### config.mk
export PLATFORM = sky130hd
export DESIGN_NAME = hazard_fwd_ctrl
export DESIGN_NICKNAME = d
export VERILOG_FILES = /design/src/rtl/hazard_fwd_ctrl.sv
export SDC_FILE = /design/constraint.sdc
export NUM_CORES = 1
export LEC_CHECK = 0
export ABC_AREA = 1
export CAP_MARGIN = 20
export CORE_MARGIN = 3
export CORE_UTILIZATION = 31
export DETAILED_ROUTE_END_ITERATION = 8
export PLACE_DENSITY_LB_ADDON = 0.1
export SLEW_MARGIN = 20
export SYNTH_ARGS = -nofsm -noshare
export SYNTH_HDL_FRONTEND = slang
export SYNTH_SLANG_ARGS = --single-unit
### constraint.sdc
create_clock -name clk -period 3.35 [get_ports clk]
set_input_delay 0.5025 -clock clk [delete_from_list [all_inputs] [get_ports clk]]
set_output_delay 0.5025 -clock clk [all_outputs]
set_load 0.03 [all_outputs]
### src/rtl/hazard_fwd_ctrl.sv
// -----------------------------------------------------------------------------
// hazard_fwd_ctrl
//   Hazard and forwarding controller for the 5-stage xgriscv pipeline.
//   Tracks shadow copies of the ID/EX, EX/MEM and MEM/WB control fields,
//   drives the EX-stage operand-forwarding selects, and sequences stalls and
//   flushes for load-use hazards, slow data memory and taken branches.
//
//   Optional feature: define HAZARD_PERF_CNT_EN to add the stall_cycles
//   counter output (counts every cycle with stall_if=1, wraps, reset-cleared).
//
// Ports
//   clk, reset        core clock, synchronous active-high reset
//   id_*              decoded fields of the instruction currently in ID
//   ex_branch_taken   EX resolved a taken branch/jump this cycle
//   dmem_ready        data memory finishes the MEM-stage access this cycle
//   fwd_a, fwd_b      EX operand selects: 00 ID/EX, 01 WB result, 10 EX/MEM ALU
//   stall_if..mem     hold PC / IF/ID / ID/EX / EX/MEM
//   flush_id/ex/wb    bubble into IF/ID / ID/EX / MEM/WB
//   state_o           controller mode of the current cycle (debug)
//   stall_cycles      stall counter (HAZARD_PERF_CNT_EN only)
// -----------------------------------------------------------------------------
module hazard_fwd_ctrl #(
  parameter int REG_AW = 5,
  parameter int PERF_W = 32
) (
  input  logic              clk,
  input  logic              reset,
  input  logic              id_valid,
  input  logic [REG_AW-1:0] id_rs1,
  input  logic [REG_AW-1:0] id_rs2,
  input  logic              id_use_rs1,
  input  logic              id_use_rs2,
  input  logic [REG_AW-1:0] id_rd,
  input  logic              id_regwrite,
  input  logic              id_memread,
  input  logic              id_memwrite,
  input  logic              ex_branch_taken,
  input  logic              dmem_ready,
  output logic [1:0]        fwd_a,
  output logic [1:0]        fwd_b,
  output logic              stall_if,
  output logic              stall_id,
  output logic              stall_ex,
  output logic              stall_mem,
  output logic              flush_id,
  output logic              flush_ex,
  output logic              flush_wb,
  output logic [1:0]        state_o
`ifdef HAZARD_PERF_CNT_EN
  ,
  output logic [PERF_W-1:0] stall_cycles
`endif
);

  typedef enum logic [1:0] {
    RUN        = 2'b00,
    LOAD_STALL = 2'b01,
    FLUSH      = 2'b10,
    MEM_WAIT   = 2'b11
  } state_t;

  typedef struct packed {
    logic              valid;
    logic [REG_AW-1:0] rs1;
    logic [REG_AW-1:0] rs2;
    logic [REG_AW-1:0] rd;
    logic              regwrite;
    logic              memread;
    logic              memwrite;
  } ex_stage_t;

  typedef struct packed {
    logic              valid;
    logic [REG_AW-1:0] rd;
    logic              regwrite;
    logic              memread;
    logic              memwrite;
  } mem_stage_t;

  typedef struct packed {
    logic [REG_AW-1:0] rd;
    logic              regwrite;
  } wb_stage_t;

  ex_stage_t  ex_q;
  mem_stage_t mem_q;
  wb_stage_t  wb_q;
  state_t     state_q;
  state_t     mode;

  logic mem_wait_c;
  logic load_use_c;

  assign mem_wait_c = mem_q.valid && (mem_q.memread || mem_q.memwrite) && !dmem_ready;

  assign load_use_c = ex_q.valid && ex_q.memread && (ex_q.rd != '0) && id_valid &&
                      ((id_use_rs1 && (id_rs1 == ex_q.rd)) ||
                       (id_use_rs2 && (id_rs2 == ex_q.rd)));

  // Mode decision and stall/flush outputs for the current cycle.
  // NOTE: every output gets a default before any branch, so no path can leave a
  // signal unassigned and infer a latch.
  always_comb begin
    mode      = RUN;
    stall_if  = 1'b0;
    stall_id  = 1'b0;
    stall_ex  = 1'b0;
    stall_mem = 1'b0;
    flush_id  = 1'b0;
    flush_ex  = 1'b0;
    flush_wb  = 1'b0;
    if (reset) begin
      // Reset overrides everything so a pending wait or stall aborts at once.
      mode = RUN;
    end else if (mem_wait_c) begin
      // EX is frozen, so a taken branch there simply re-asserts after the wait.
      mode      = MEM_WAIT;
      stall_if  = 1'b1;
      stall_id  = 1'b1;
      stall_ex  = 1'b1;
      stall_mem = 1'b1;
      flush_wb  = 1'b1;
    end else if (ex_branch_taken) begin
      // The younger instruction in ID is on the wrong path, so any load-use
      // stall against it is dropped.
      mode     = FLUSH;
      flush_id = 1'b1;
      flush_ex = 1'b1;
    end else if (load_use_c && (state_q != LOAD_STALL)) begin
      // One bubble is always enough: afterwards the load sits in WB and the
      // dependency is served by the 01 forwarding path.
      mode     = LOAD_STALL;
      stall_if = 1'b1;
      stall_id = 1'b1;
      flush_ex = 1'b1;
    end
  end

  assign state_o = mode;

  // Forwarding selects; the younger EX/MEM producer wins over MEM/WB. A load
  // in MEM has no data yet, and x0 is never a forwarding source.
  always_comb begin
    fwd_a = 2'b00;
    fwd_b = 2'b00;
    if (!reset) begin
      if (mem_q.regwrite && !mem_q.memread && (mem_q.rd != '0) && (mem_q.rd == ex_q.rs1))
        fwd_a = 2'b10;
      else if (wb_q.regwrite && (wb_q.rd != '0) && (wb_q.rd == ex_q.rs1))
        fwd_a = 2'b01;

      if (mem_q.regwrite && !mem_q.memread && (mem_q.rd != '0) && (mem_q.rd == ex_q.rs2))
        fwd_b = 2'b10;
      else if (wb_q.regwrite && (wb_q.rd != '0) && (wb_q.rd == ex_q.rs2))
        fwd_b = 2'b01;
    end
  end

  // Shadow pipeline and mode register.
  // NOTE: sequential state uses non-blocking assignments so every stage reads
  // the pre-edge value of its neighbour, exactly like the real pipeline registers.
  always_ff @(posedge clk) begin
    if (reset) begin
      ex_q    <= '0;
      mem_q   <= '0;
      wb_q    <= '0;
      state_q <= RUN;
    end else begin
      state_q <= mode;
      if (stall_mem) begin
        // EX and MEM hold; WB receives a bubble while memory is busy.
        wb_q <= '0;
      end else begin
        wb_q.rd        <= mem_q.rd;
        wb_q.regwrite  <= mem_q.regwrite;
        mem_q.valid    <= ex_q.valid;
        mem_q.rd       <= ex_q.rd;
        mem_q.regwrite <= ex_q.regwrite;
        mem_q.memread  <= ex_q.memread;
        mem_q.memwrite <= ex_q.memwrite;
        if (flush_ex) begin
          ex_q <= '0;
        end else begin
          ex_q.valid    <= id_valid;
          ex_q.rs1      <= id_rs1;
          ex_q.rs2      <= id_rs2;
          ex_q.rd       <= id_rd;
          ex_q.regwrite <= id_valid && id_regwrite;
          ex_q.memread  <= id_valid && id_memread;
          ex_q.memwrite <= id_valid && id_memwrite;
        end
      end
    end
  end

`ifdef HAZARD_PERF_CNT_EN
  always_ff @(posedge clk) begin
    if (reset)
      stall_cycles <= '0;
    else if (stall_if)
      stall_cycles <= stall_cycles + PERF_W'(1);
  end
`else
  localparam int unused_perf_w = PERF_W;
`endif

endmodule

==> impl_metrics.yaml <==
sta:
  period_needed_ps: 3020
  slew_viol_final: 0
  final-hold-violation-count: 0
  holdWs_ps: 461
  tns_ps: 0
  worstMarginPinSlew_ps: 375
  fin_skew_ps: 6.85
  fin_ws_ps: 329
  grt_setup_unrepaired: "no"
  finalSetupViolations: 0
  clock.fmax_ghz: 0.331
  relSlewSlack_pct: 75.0
  fin_crit_sh_pct: 90.2
synthesis:
  yosys.area.top_type: "dfxtp_1"
  synthCells: 257
  syn_area_per_cell_um2: 7.22
  synth_cell_types: 28
  ys_seq_elements: 36
  synth_seq_area_share_pct: 38.9
  synthTopCellsByCount: "nand2_1 (63), dfxtp_1 (36), inv_1 (33)"
  synth.area.top_cells: "dfxtp_1 (39%), nand2_1 (13%), nand3_1 (6.7%)"
  synth_top_area_share_pct: 38.9
  synthArstFlopShare_pct: 0
  post-synth-top-count-cell: "nand2_1"
  synthesis.area_mm2: 0.00185
  ys.flop_type: "dfxtp_1"
  synth_edf_count: 0
  yosys_warnings: 0
  syn-num-nets: 282
floorplan:
  fp.coreArea_mm2: 0.00564
  die_w_um: 83.3
  std_cell_rows: 27
  dieArea_mm2: 0.00695
  io_pins: 38
  initial_core_util_pct: 32.9
  die_y_um: 83.3
clocking:
  cts_max_level: 2
  numCtsBuffers: 5
  clk_pin_slew_ps: 70
  cts_buffer_depth: 2
  holdBufCountCts: 0
  clk_latency_ps: 280
  postCtsSetupBuffers: 0
  cts_resized: 0
  cts_tree: "done"
  cts-root-buf: "clkbuf_8"
  clock_sinks: 36
grt:
  grt_pass1_wl_mm: 7.81
  grt_max_degree: 20
  first_global_vias: 1619
  grt_antenna_before_repair: 0
  grt_use_total_pct: 13.9
  overflow: 0
critical_path:
  reg2reg_from: "ex_q[5]"
  cp-end-kind: "output pin"
  cpPeakStageDelay_ps: 710
  r2r_cells: 10
  arrival_ps: 2520
  reg2reg_to: "ex_q[17]"
  cp_max_fo: 3
  cp.required_ps: 2850
  critPathSlowestCell: "clkdlybuf4s50_1"
  cp_cell_sequence: "clkdlybuf4s50_1 -> inv_1 -> nand2_1 -> nand2_1 -> nor2_1 -> nand3_1 -> nand2_1 -> nand3_1 -> a21oi_1 -> clkdlybuf4s50_1"
  crit_top_cell: "nand2_1"
  r2r_slack_ps: 1810
  cp-endpoint: "stall_id"
  startpoint_type: "input port"
  path_class: "in2out"
  crit_path_start: "id_rs2[3]"
power:
  total_power_w: 0.00102
  p_leak_nw: 1.05
  power.density_mw_per_mm2: 425
  irDropWorstVdd_uv: 156
status:
  status: "finished clean"
route:
  routedWlPerCell_um: 12.3
  drtIter0Drc: 75
  vias_per_cell: 4.52
  drt-total-wl_mm: 4.54
  vias: 1665
  ant_nets: 0
  drc_errors: 0
  firstDrtPassIters: 4
finish:
  drive_gt1_share_pct: 11.8
  multi_input_comb_area_um2: 907
  register_area_um2: 721
  nNetsFinal: 320
  nFillCells: 601
  num_antenna_cells: 0
  area_delta_synth_final_pct: 29.0
place:
  dp_slack_ps: 307
  io_buffers: 37
  place_congestion: 0.780
  post-dp-hpwl_mm: 3.61
run:
  drv_cap: 0
min_path:
  min_path_type: "reg2reg"
placed cells by master (no fill, tap or decap), types with 5 or more instances in the layout:
cell,instances
clkbuf_8,7
dfxtp_1,36
o21ai_0,11
xor2_1,8
nand2_1,63
o22ai_1,10
clkdlybuf4s50_1,33
nor2_1,22
o22ai_2,6
buf_4,10
nand3_1,25
inv_2,5
inv_1,33
registers in the layout, indices dropped and copies added, names as in the netlist:
signal	cells
ex_q	19
wb_q	6
state_q	2
mem_q	9
critical path, delay by kind of cell:
family                 cells  cell delay, ps
buffers and inverters      3            1290
AOI/OAI and AO/OA          1             220
and+or+nand+nor            6             510
stage by stage:
stage	cells	area [µm²]	util (%)
floorplan	257	1850	-
global placement	360	2270	40.2
detailed placement	360	2270	40.2
CTS	368	2390	42.4
global route	368	2390	42.4
finish	368	2390	42.4
per-layer routing:
layer,vias up,share of wire (%),global-route usage [%]
met5,-,0,0
met4,0,1.4,4.46
met3,6,3.6,3.17
met2,40,45,21.6
met1,719,50,18.9
li1,900,-,-
logic make-up (layout without fill, tap and decap cells):
group	count (synthesis)	count (layout)	synth area share, %
flops	36	36	38.9
compound gates	34	34	12.8
buf+inv	50	89	12.2
simple gates	125	125	30.4
xor+xnor	12	12	5.67
worst min-delay path by stage:
stage | startpoint | cells after the start | slack (ps) | end
after floorplan | mem_q[2] | 2 | 430 | wb_q[0]
after global placement | ex_q[2] | 2 | 450 | ex_q[2]
after detailed placement | mem_q[2] | 2 | 450 | wb_q[0]
after CTS | mem_q[2] | 2 | 460 | wb_q[0]
after global routing | ex_q[0] | 2 | 490 | ex_q[0]
final | mem_q[2] | 2 | 460 | wb_q[0]
final cells by class:
type | count | share of cell area [%]
Clock inverter | 1 | 1.26
Clock buffer | 7 | 4.03
Multi-Input combinational cell | 171 | 37.9
Sequential cell | 36 | 30.1
Tap cell | 72 | 3.77
Timing Repair Buffer | 43 | 16.9
Inverter | 38 | 5.96
where the power goes:
group	switching, W	internal, W	total [W]
sequential	0.0000160	0.000446	0.000462
clock	0.000154	0.000263	0.000417
combinational	0.0000706	0.0000674	0.000138
total	0.000240	0.000776	0.00102
Note: power is estimated with default switching activity, not from simulation.
